### src/rtl/wb_cmd_master.sv
`default_nettype none
// ============================================================================
//  Module      : wb_cmd_master
//  Description : Single-outstanding command-to-Wishbone master. Accepts a
//                read/write command on a valid/ready port, runs one Wishbone
//                classic cycle with a bounded wait for ACK, and returns the
//                read data (or a timeout error) on a valid/ready port.
//  Revision    : 1.0 - initial release
// ============================================================================
module wb_cmd_master #(
    parameter int TIMEOUT_CYCLES = 255
) (
    input  logic        WB_CLK,
    input  logic        WB_RST,

    input  logic        cmd_valid_i,
    output logic        cmd_ready_o,
    input  logic        cmd_we_i,
    input  logic [16:0] cmd_adr_i,
    input  logic [3:0]  cmd_sel_i,
    input  logic [31:0] cmd_dat_i,

    output logic        rsp_valid_o,
    input  logic        rsp_ready_i,
    output logic [31:0] rsp_dat_o,
    output logic        rsp_err_o,

    output logic [16:0] WBs_ADR,
    output logic        WBs_CYC,
    output logic        WBs_STB,
    output logic        WBs_WE,
    output logic        WBs_RD,
    output logic [3:0]  WBs_BYTE_STB,
    output logic [31:0] WBs_WR_DAT,
    input  logic [31:0] WBs_RD_DAT,
    input  logic        WBs_ACK,

    output logic        busy_o
);

    localparam logic [1:0] c_idle = 2'd0;
    localparam logic [1:0] c_bus  = 2'd1;
    localparam logic [1:0] c_resp = 2'd2;

    // Timeout fires on the last permitted BUS cycle, so CYC/STB is held for
    // at most TIMEOUT_CYCLES cycles.
    localparam logic [15:0] c_wait_last = 16'(TIMEOUT_CYCLES - 1);

    logic [1:0]  r_state;
    logic [1:0]  w_next;

    logic        r_we;
    logic [16:0] r_adr;
    logic [3:0]  r_sel;
    logic [31:0] r_wdat;
    logic [15:0] r_wait;
    logic [31:0] r_rsp_dat;
    logic        r_rsp_err;

    logic        w_timeout;

    assign w_timeout = (r_wait == c_wait_last);

    // State register
    always_ff @(posedge WB_CLK) begin
        if (WB_RST) begin
            r_state <= c_idle;
        end else begin
            r_state <= w_next;
        end
    end

    // Next-state logic; ACK takes priority over timeout
    always_comb begin
        w_next = r_state;
        case (r_state)
            c_idle: if (cmd_valid_i)             w_next = c_bus;
            c_bus:  if (WBs_ACK || w_timeout)    w_next = c_resp;
            c_resp: if (rsp_ready_i)             w_next = c_idle;
            default:                             w_next = c_idle;
        endcase
    end

    // Command capture, wait counter and response capture
    always_ff @(posedge WB_CLK) begin
        if (WB_RST) begin
            r_we      <= 1'b0;
            r_adr     <= '0;
            r_sel     <= '0;
            r_wdat    <= '0;
            r_wait    <= '0;
            r_rsp_dat <= '0;
            r_rsp_err <= 1'b0;
        end else begin
            if (r_state == c_idle && cmd_valid_i) begin
                r_we   <= cmd_we_i;
                r_adr  <= cmd_adr_i;
                r_sel  <= cmd_sel_i;
                r_wdat <= cmd_dat_i;
                r_wait <= '0;
            end
            if (r_state == c_bus) begin
                if (WBs_ACK) begin
                    r_rsp_dat <= r_we ? 32'h0 : WBs_RD_DAT;
                    r_rsp_err <= 1'b0;
                end else if (w_timeout) begin
                    r_rsp_dat <= 32'h0;
                    r_rsp_err <= 1'b1;
                end else begin
                    r_wait <= r_wait + 16'd1;
                end
            end
        end
    end

    // Outputs decoded from state; bus fields forced to zero outside BUS
    always_comb begin
        cmd_ready_o  = (r_state == c_idle);
        rsp_valid_o  = (r_state == c_resp);
        busy_o       = (r_state != c_idle);
        WBs_CYC      = 1'b0;
        WBs_STB      = 1'b0;
        WBs_WE       = 1'b0;
        WBs_RD       = 1'b0;
        WBs_ADR      = '0;
        WBs_BYTE_STB = '0;
        WBs_WR_DAT   = '0;
        if (r_state == c_bus) begin
            WBs_CYC      = 1'b1;
            WBs_STB      = 1'b1;
            WBs_WE       = r_we;
            WBs_RD       = ~r_we;
            WBs_ADR      = r_adr;
            WBs_BYTE_STB = r_we ? r_sel : 4'hF;
            WBs_WR_DAT   = r_wdat;
        end
    end

    assign rsp_dat_o = r_rsp_dat;
    assign rsp_err_o = r_rsp_err;

endmodule
`default_nettype wire

### config.mk
export PLATFORM = sky130hd
export DESIGN_NAME = wb_cmd_master
export DESIGN_NICKNAME = d
export VERILOG_FILES = /design/src/rtl/wb_cmd_master.sv
export SDC_FILE = /design/constraint.sdc
export NUM_CORES = 1
export LEC_CHECK = 0
export ABC_AREA = 1
export BUFFER_PORTS_ARGS = -buffer_cell sky130_fd_sc_hd__buf_4
export CORE_MARGIN = 2
export CORE_UTILIZATION = 44
export CTS_CLUSTER_DIAMETER = 60
export DETAILED_ROUTE_END_ITERATION = 8
export PLACE_DENSITY = 0.76
export SETUP_SLACK_MARGIN = 0.15
export SYNTH_ARGS = -nofsm -noshare
export SYNTH_HDL_FRONTEND = slang
export SYNTH_SLANG_ARGS = --single-unit
### constraint.sdc
create_clock -name WB_CLK -period 1.47 [get_ports WB_CLK]
set_input_delay 0.2205 -clock WB_CLK [delete_from_list [all_inputs] [get_ports WB_CLK]]
set_output_delay 0.2205 -clock WB_CLK [all_outputs]
set_load 0.03 [all_outputs]
; Yosys cells after proc, flatten, opt, wreduce, memory -nomap -nowiden
; Index checks and enable logic that the tools add are counted.
[word_totals]
ff_bits = 105
in_bits = 91
out_inout_bits = 93
wordCells = 43
[classes]
add_sub_neg = 1
eq_ne = 6
mux = 20
n_bitwise = 1
n_reduce_logical = 7
[op_table]
columns = op, n
row1 = $mux W32, 4
row2 = $mux W16, 4
row3 = $mux W17, 1
row4 = $add A16 B1 Y16 const B, 1
row5 = $eq A16 B8 Y1 const B, 1
row6 = $mux W4, 2
row7 = $mux W2, 3
row8 = $pmux W2 S3, 1
row9 = $mux W1, 5
row10 = $ne A2 B2 Y1 const B, 2
row11 = $reduce_bool A2 Y1, 2
row12 = $reduce_and A3 Y1, 1
row13 = $eq A2 B1 Y1 const B, 1
row14 = $eq A2 B2 Y1 const B, 1
row15 = $logic_not A2 Y1, 1
row16 = $ne A2 B1 Y1 const B, 1
row17 = $reduce_and A2 Y1, 1
row18 = $logic_and A1 B1 Y1, 1
row19 = $logic_or A1 B1 Y1, 1
row20 = $not A1 Y1, 1

; Depth between registers and ports, before layout
[logic_depth]
word_depth = 6
depth_mapped = 11
ltp_nobuf = 10

; Worst setup path after synthesis
; OpenSTA, ideal clock, no wires.
[synth_timing]
path_kind = register to register
startpoint = reg r_state[1]
endpoint = reg r_wdat[13]
arrival_ns = 1.557
path_slack_ns = -0.157
stages_incl_launch_ff = 7
path_buffers = 3
path_cell_list = dfxtp_1 nor2_1 nand2_1 buf_2 clkbuf_1 buf_2 a21oi_1
[synth_via]
elab_chain_len = 2
[synth_rtl]
columns = element, line
row1 = "start, declared", 49  ; logic [1:0] r_state;
row2 = "start signal, assigned", 67  ; r_state <= c_idle;
row3 = "start signal, assigned", 69  ; r_state <= w_next;
row4 = $logic_not A2 Y1, -
row5 = net cmd_ready_o, 17  ; output logic cmd_ready_o,
row6 = $logic_and A1 B1 Y1, 95  ; if (r_state == c_idle && cmd_valid_i) begin
row7 = "end signal, assigned", 99  ; r_wdat <= cmd_dat_i;
row8 = "end, declared", 55  ; logic [31:0] r_wdat;
; The timed path passes the listed nets, and every way through them passes these cells.
; A chain may end at the register's enable or synchronous reset.

; Worst setup path in the final report
[layout_timing]
startpoint = reg r_wait[12]
endpoint = reg r_wait[12]
[layout_via]
elab_chain_len = 4
word_cells_on_any_way = 6
cone_classes = 1 x add/sub / 1 x eq/ne / 4 x mux
[layout_rtl]
columns = element, line
row1 = "start, declared", 56  ; logic [15:0] r_wait;
row2 = "start signal, assigned", 110  ; r_wait <= r_wait + 16'd1;
row3 = $add A16 B1 Y16 (tied with other cells), 110
row4 = $mux W16, 106  ; end else if (w_timeout) begin
row5 = $mux W16, 103  ; if (WBs_ACK) begin
row6 = $mux W16 *, 102  ; if (r_state == c_bus) begin
; Every way passes the cells marked *; elsewhere a longest branch is shown, timed or not.

==> flow_summary.toml <==
[drt]
via_per_inst = 5.71
vias = 6076
drt_first_pass_iters = 5
ant_nets = 0
drcViolationCount = 0
routed_wl_um = 23000
wl_per_cell_um = 21.6
drtIter0Drc = 630

[global_route]
grt_first_pass_wirelength_um = 23800
grt_use_total_pct = 25.8
antenna_found_initial = 0
grt_max_degree = 58
overflow = 0
grt_pass1_vias = 5092

[power_and_ir_drop]
p_leak_nw = 3.77
power_density_mw_per_mm2 = 842
ir_drop_v = 0.000513

[placed_design]
hpwl_um = 9460
placedInstanceArea_sq_mm = 0.00657
io_buffers = 183
dp_slack_ns = -0.0654
place_congestion = 0.884

[floorplan]
core-area_sq_mm = 0.0103
dieHeight_um = 107
placementRows = 37
die_area_sq_mm = 0.0115
die_w_um = 107
initial_utilization_pct = 45.4
ioPinCount = 184

[sta]
rsz0062_at_grt = "true"
skew_ns = 0.0224
setup_slack_ns = -0.243
max_freq_mhz = 584
timing.final.hold_violations = 0
finalMaxSlewViolations = 0
tightest_slew_ns = 0.374
relSlewSlack_pct = 75.1
finalCritPeriodShare_pct = 117
setup_viol = 161
period_minus_slack_ns = 1.71

[synthesis]
postSynthAreaPerCell_sq_um = 6.74
ys_types = 24
synth_edf_count = 0
yosysTopAreaCellShare_pct = 44.9
ys.flop_type = "dfxtp_1"
syn_nets = 788
yosysSeqAreaShare_pct = 44.9
synth_seq_cells = 105
yosys_warnings = 0
synth_cells = 695
synthesis.area_sq_mm = 0.00469
async_flop_share_pct = 0
synth_area_leaders = "dfxtp_1, a21oi_1, nor2_1"
yosysTopAreaCell = "dfxtp_1"

[layout]
fin_nets = 1016
area_growth_pct = 94.5
stdcell_area_sq_mm = 0.00911
final_core_util_pct = 88.3
nFillCells = 449
num_antenna_cells = 0
drive_gt1_share_pct = 60.3

[clock_tree]
cts-htree-levels = 3
numCtsBuffers = 9
clock_sinks = 105
cts_root_buf = "clkbuf_8"
cts_buffer_depth = 2
clk_latency_ns = 0.38
ctsHoldBuffers = 0
cts_tree = "yes"
clkTransAtPathRegs_ns = 0.12

[critical_path]
worstPathArrival_ns = 2.00
critPathKind = "reg2reg"
end_kind = "register"
cp-start-kind = "register"
worstPathMaxFanout = 5
worstPathRequired_ns = 1.76

[outcome]
violations = "negative setup slack"
outcome = "finished, violations left"

[flow_run]
maxCapViolations = 0

[min_path]
worst_hold_path_type = "in2reg"
==> state kept, by name, summed over array words and instances (netlist names) <==
name,flops
r_wdat,32
rsp_err_o,1
r_state,2
r_sel,4
r_adr,17
rsp_dat_o,32
r_wait,16
r_we,1
==> synth_stat cells, types with 2 or more instances <==
cell and instances:
buf_6 2, nand2_2 2, o21ai_0 62, dfxtp_1 105, nand3_1 48, o21bai_1 3
nand4_1 6, nand2_1 79, nor3_1 3, clkbuf_1 30, inv_1 110, a21oi_1 96
ha_1 2, nor2_2 2, inv_2 2, nor2_1 126, buf_2 10
==> logic make-up (layout without fill, tap and decap cells) <==
| kind of cell | Yosys count | in the layout | share of synthesized area (%) |
|---|---|---|---|
| AND/OR/NAND/NOR | 269 | 270 | 23.8 |
| AO/OA/AOI/OAI | 161 | 161 | 17.4 |
| buffers and inverters | 157 | 389 | 13.2 |
| flip-flops | 105 | 105 | 44.9 |
| adder cells (fa/ha/maj) | 2 | 2 | 0.534 |
| XOR/XNOR | 1 | 1 | 0.187 |
==> critical path, cell delays in order, from the launching register on <==
cell and delay, ns:
dfxtp_1 0.37, nor2_1 0.19, nand2_2 0.13, nor2_4 0.17, nand2_4 0.12, nand2_8 0.13, buf_6 0.11, buf_6 0.12
nand3_2 0.07, a21oi_1 0.21
==> per-layer routing <==
metal  wire length, um  vias to the layer above  global-route usage (%)
li1                  -                     2647                       -
met3              1640                      107                    5.78
met1              8130                     2923                    30.1
met2             11900                      399                    45.6
met5                 0                        -                       0
met4              1350                        0                    9.93
==> area by class of cell <==
class / instances / area [sq um] / area share [%]
Inverter: 113 / 467 / 5.12
Timing Repair Buffer: 260 / 2750 / 30.2
Clock buffer: 9 / 124 / 1.36
Clock inverter: 7 / 87.6 / 0.961
Multi-Input combinational cell: 434 / 3390 / 37.2
Sequential cell: 105 / 2120 / 23.2
Tap cell: 136 / 170 / 1.87
==> path summary, 6_finish.rpt <==
check / start / to / slack, ns / cells past startpoint
setup / recovery: r_wait[12] / r_wait[12] / -0.24 / 9
setup reg to reg: r_wait[12] / r_wait[12] / -0.24 / 9
hold / removal: cmd_sel_i[3] / r_sel[3] / 0.08 / 3
hold reg to reg: r_wait[15] / r_wait[15] / 0.49 / 2
==> per-stage QoR <==
| stage | TNS [ns] | hold WS, ns | total power [mW] | cells |
|---|---|---|---|---|
| floorplan | 0 | 0.387 | 4.02 | 695 |
| global placement | 0 | 0.442 | 4.53 | 1005 |
| detailed placement | -0.101 | 0.447 | 4.58 | 1005 |
| CTS | -8.18 | 0.100 | 6.71 | 1038 |
| global route | -22.58 | 0.0731 | 7.86 | 1064 |
| finish | -17.22 | 0.0755 | 7.68 | 1064 |
==> power breakdown <==
group / internal [mW] / switching, mW / leakage, nW
registers: 3.03 / 0.101 / 0.864
logic: 1.08 / 1.47 / 2.80
clock network: 0.827 / 1.17 / 0.105
==> layout by cell type, fill, tap and decap left out, types with 10 or more instances in the layout <==
cell type  instances
buf_4            157
inv_1            106
dfxtp_1          100
a21oi_2           77
buf_6             70
nor2_1            63
nor2_2            43
nand2_1           42
o21ai_2           41
nand2_4           30
nor2_4            23
nand3_2           20
o21ai_1           15
a21oi_1           15
nand3_4           14
nand3_1           14
clkbuf_16         11
buf_12            11
buf_16            10
==> timing repair <==
item | CTS | global route
cloned | 9 | 15
pin swaps | 4 | 76
setup endpoints to repair | 111 | 165
resized for setup | 92 | 372
buffers inserted | 8 | 11
Note: power is estimated with default switching activity, not from simulation.
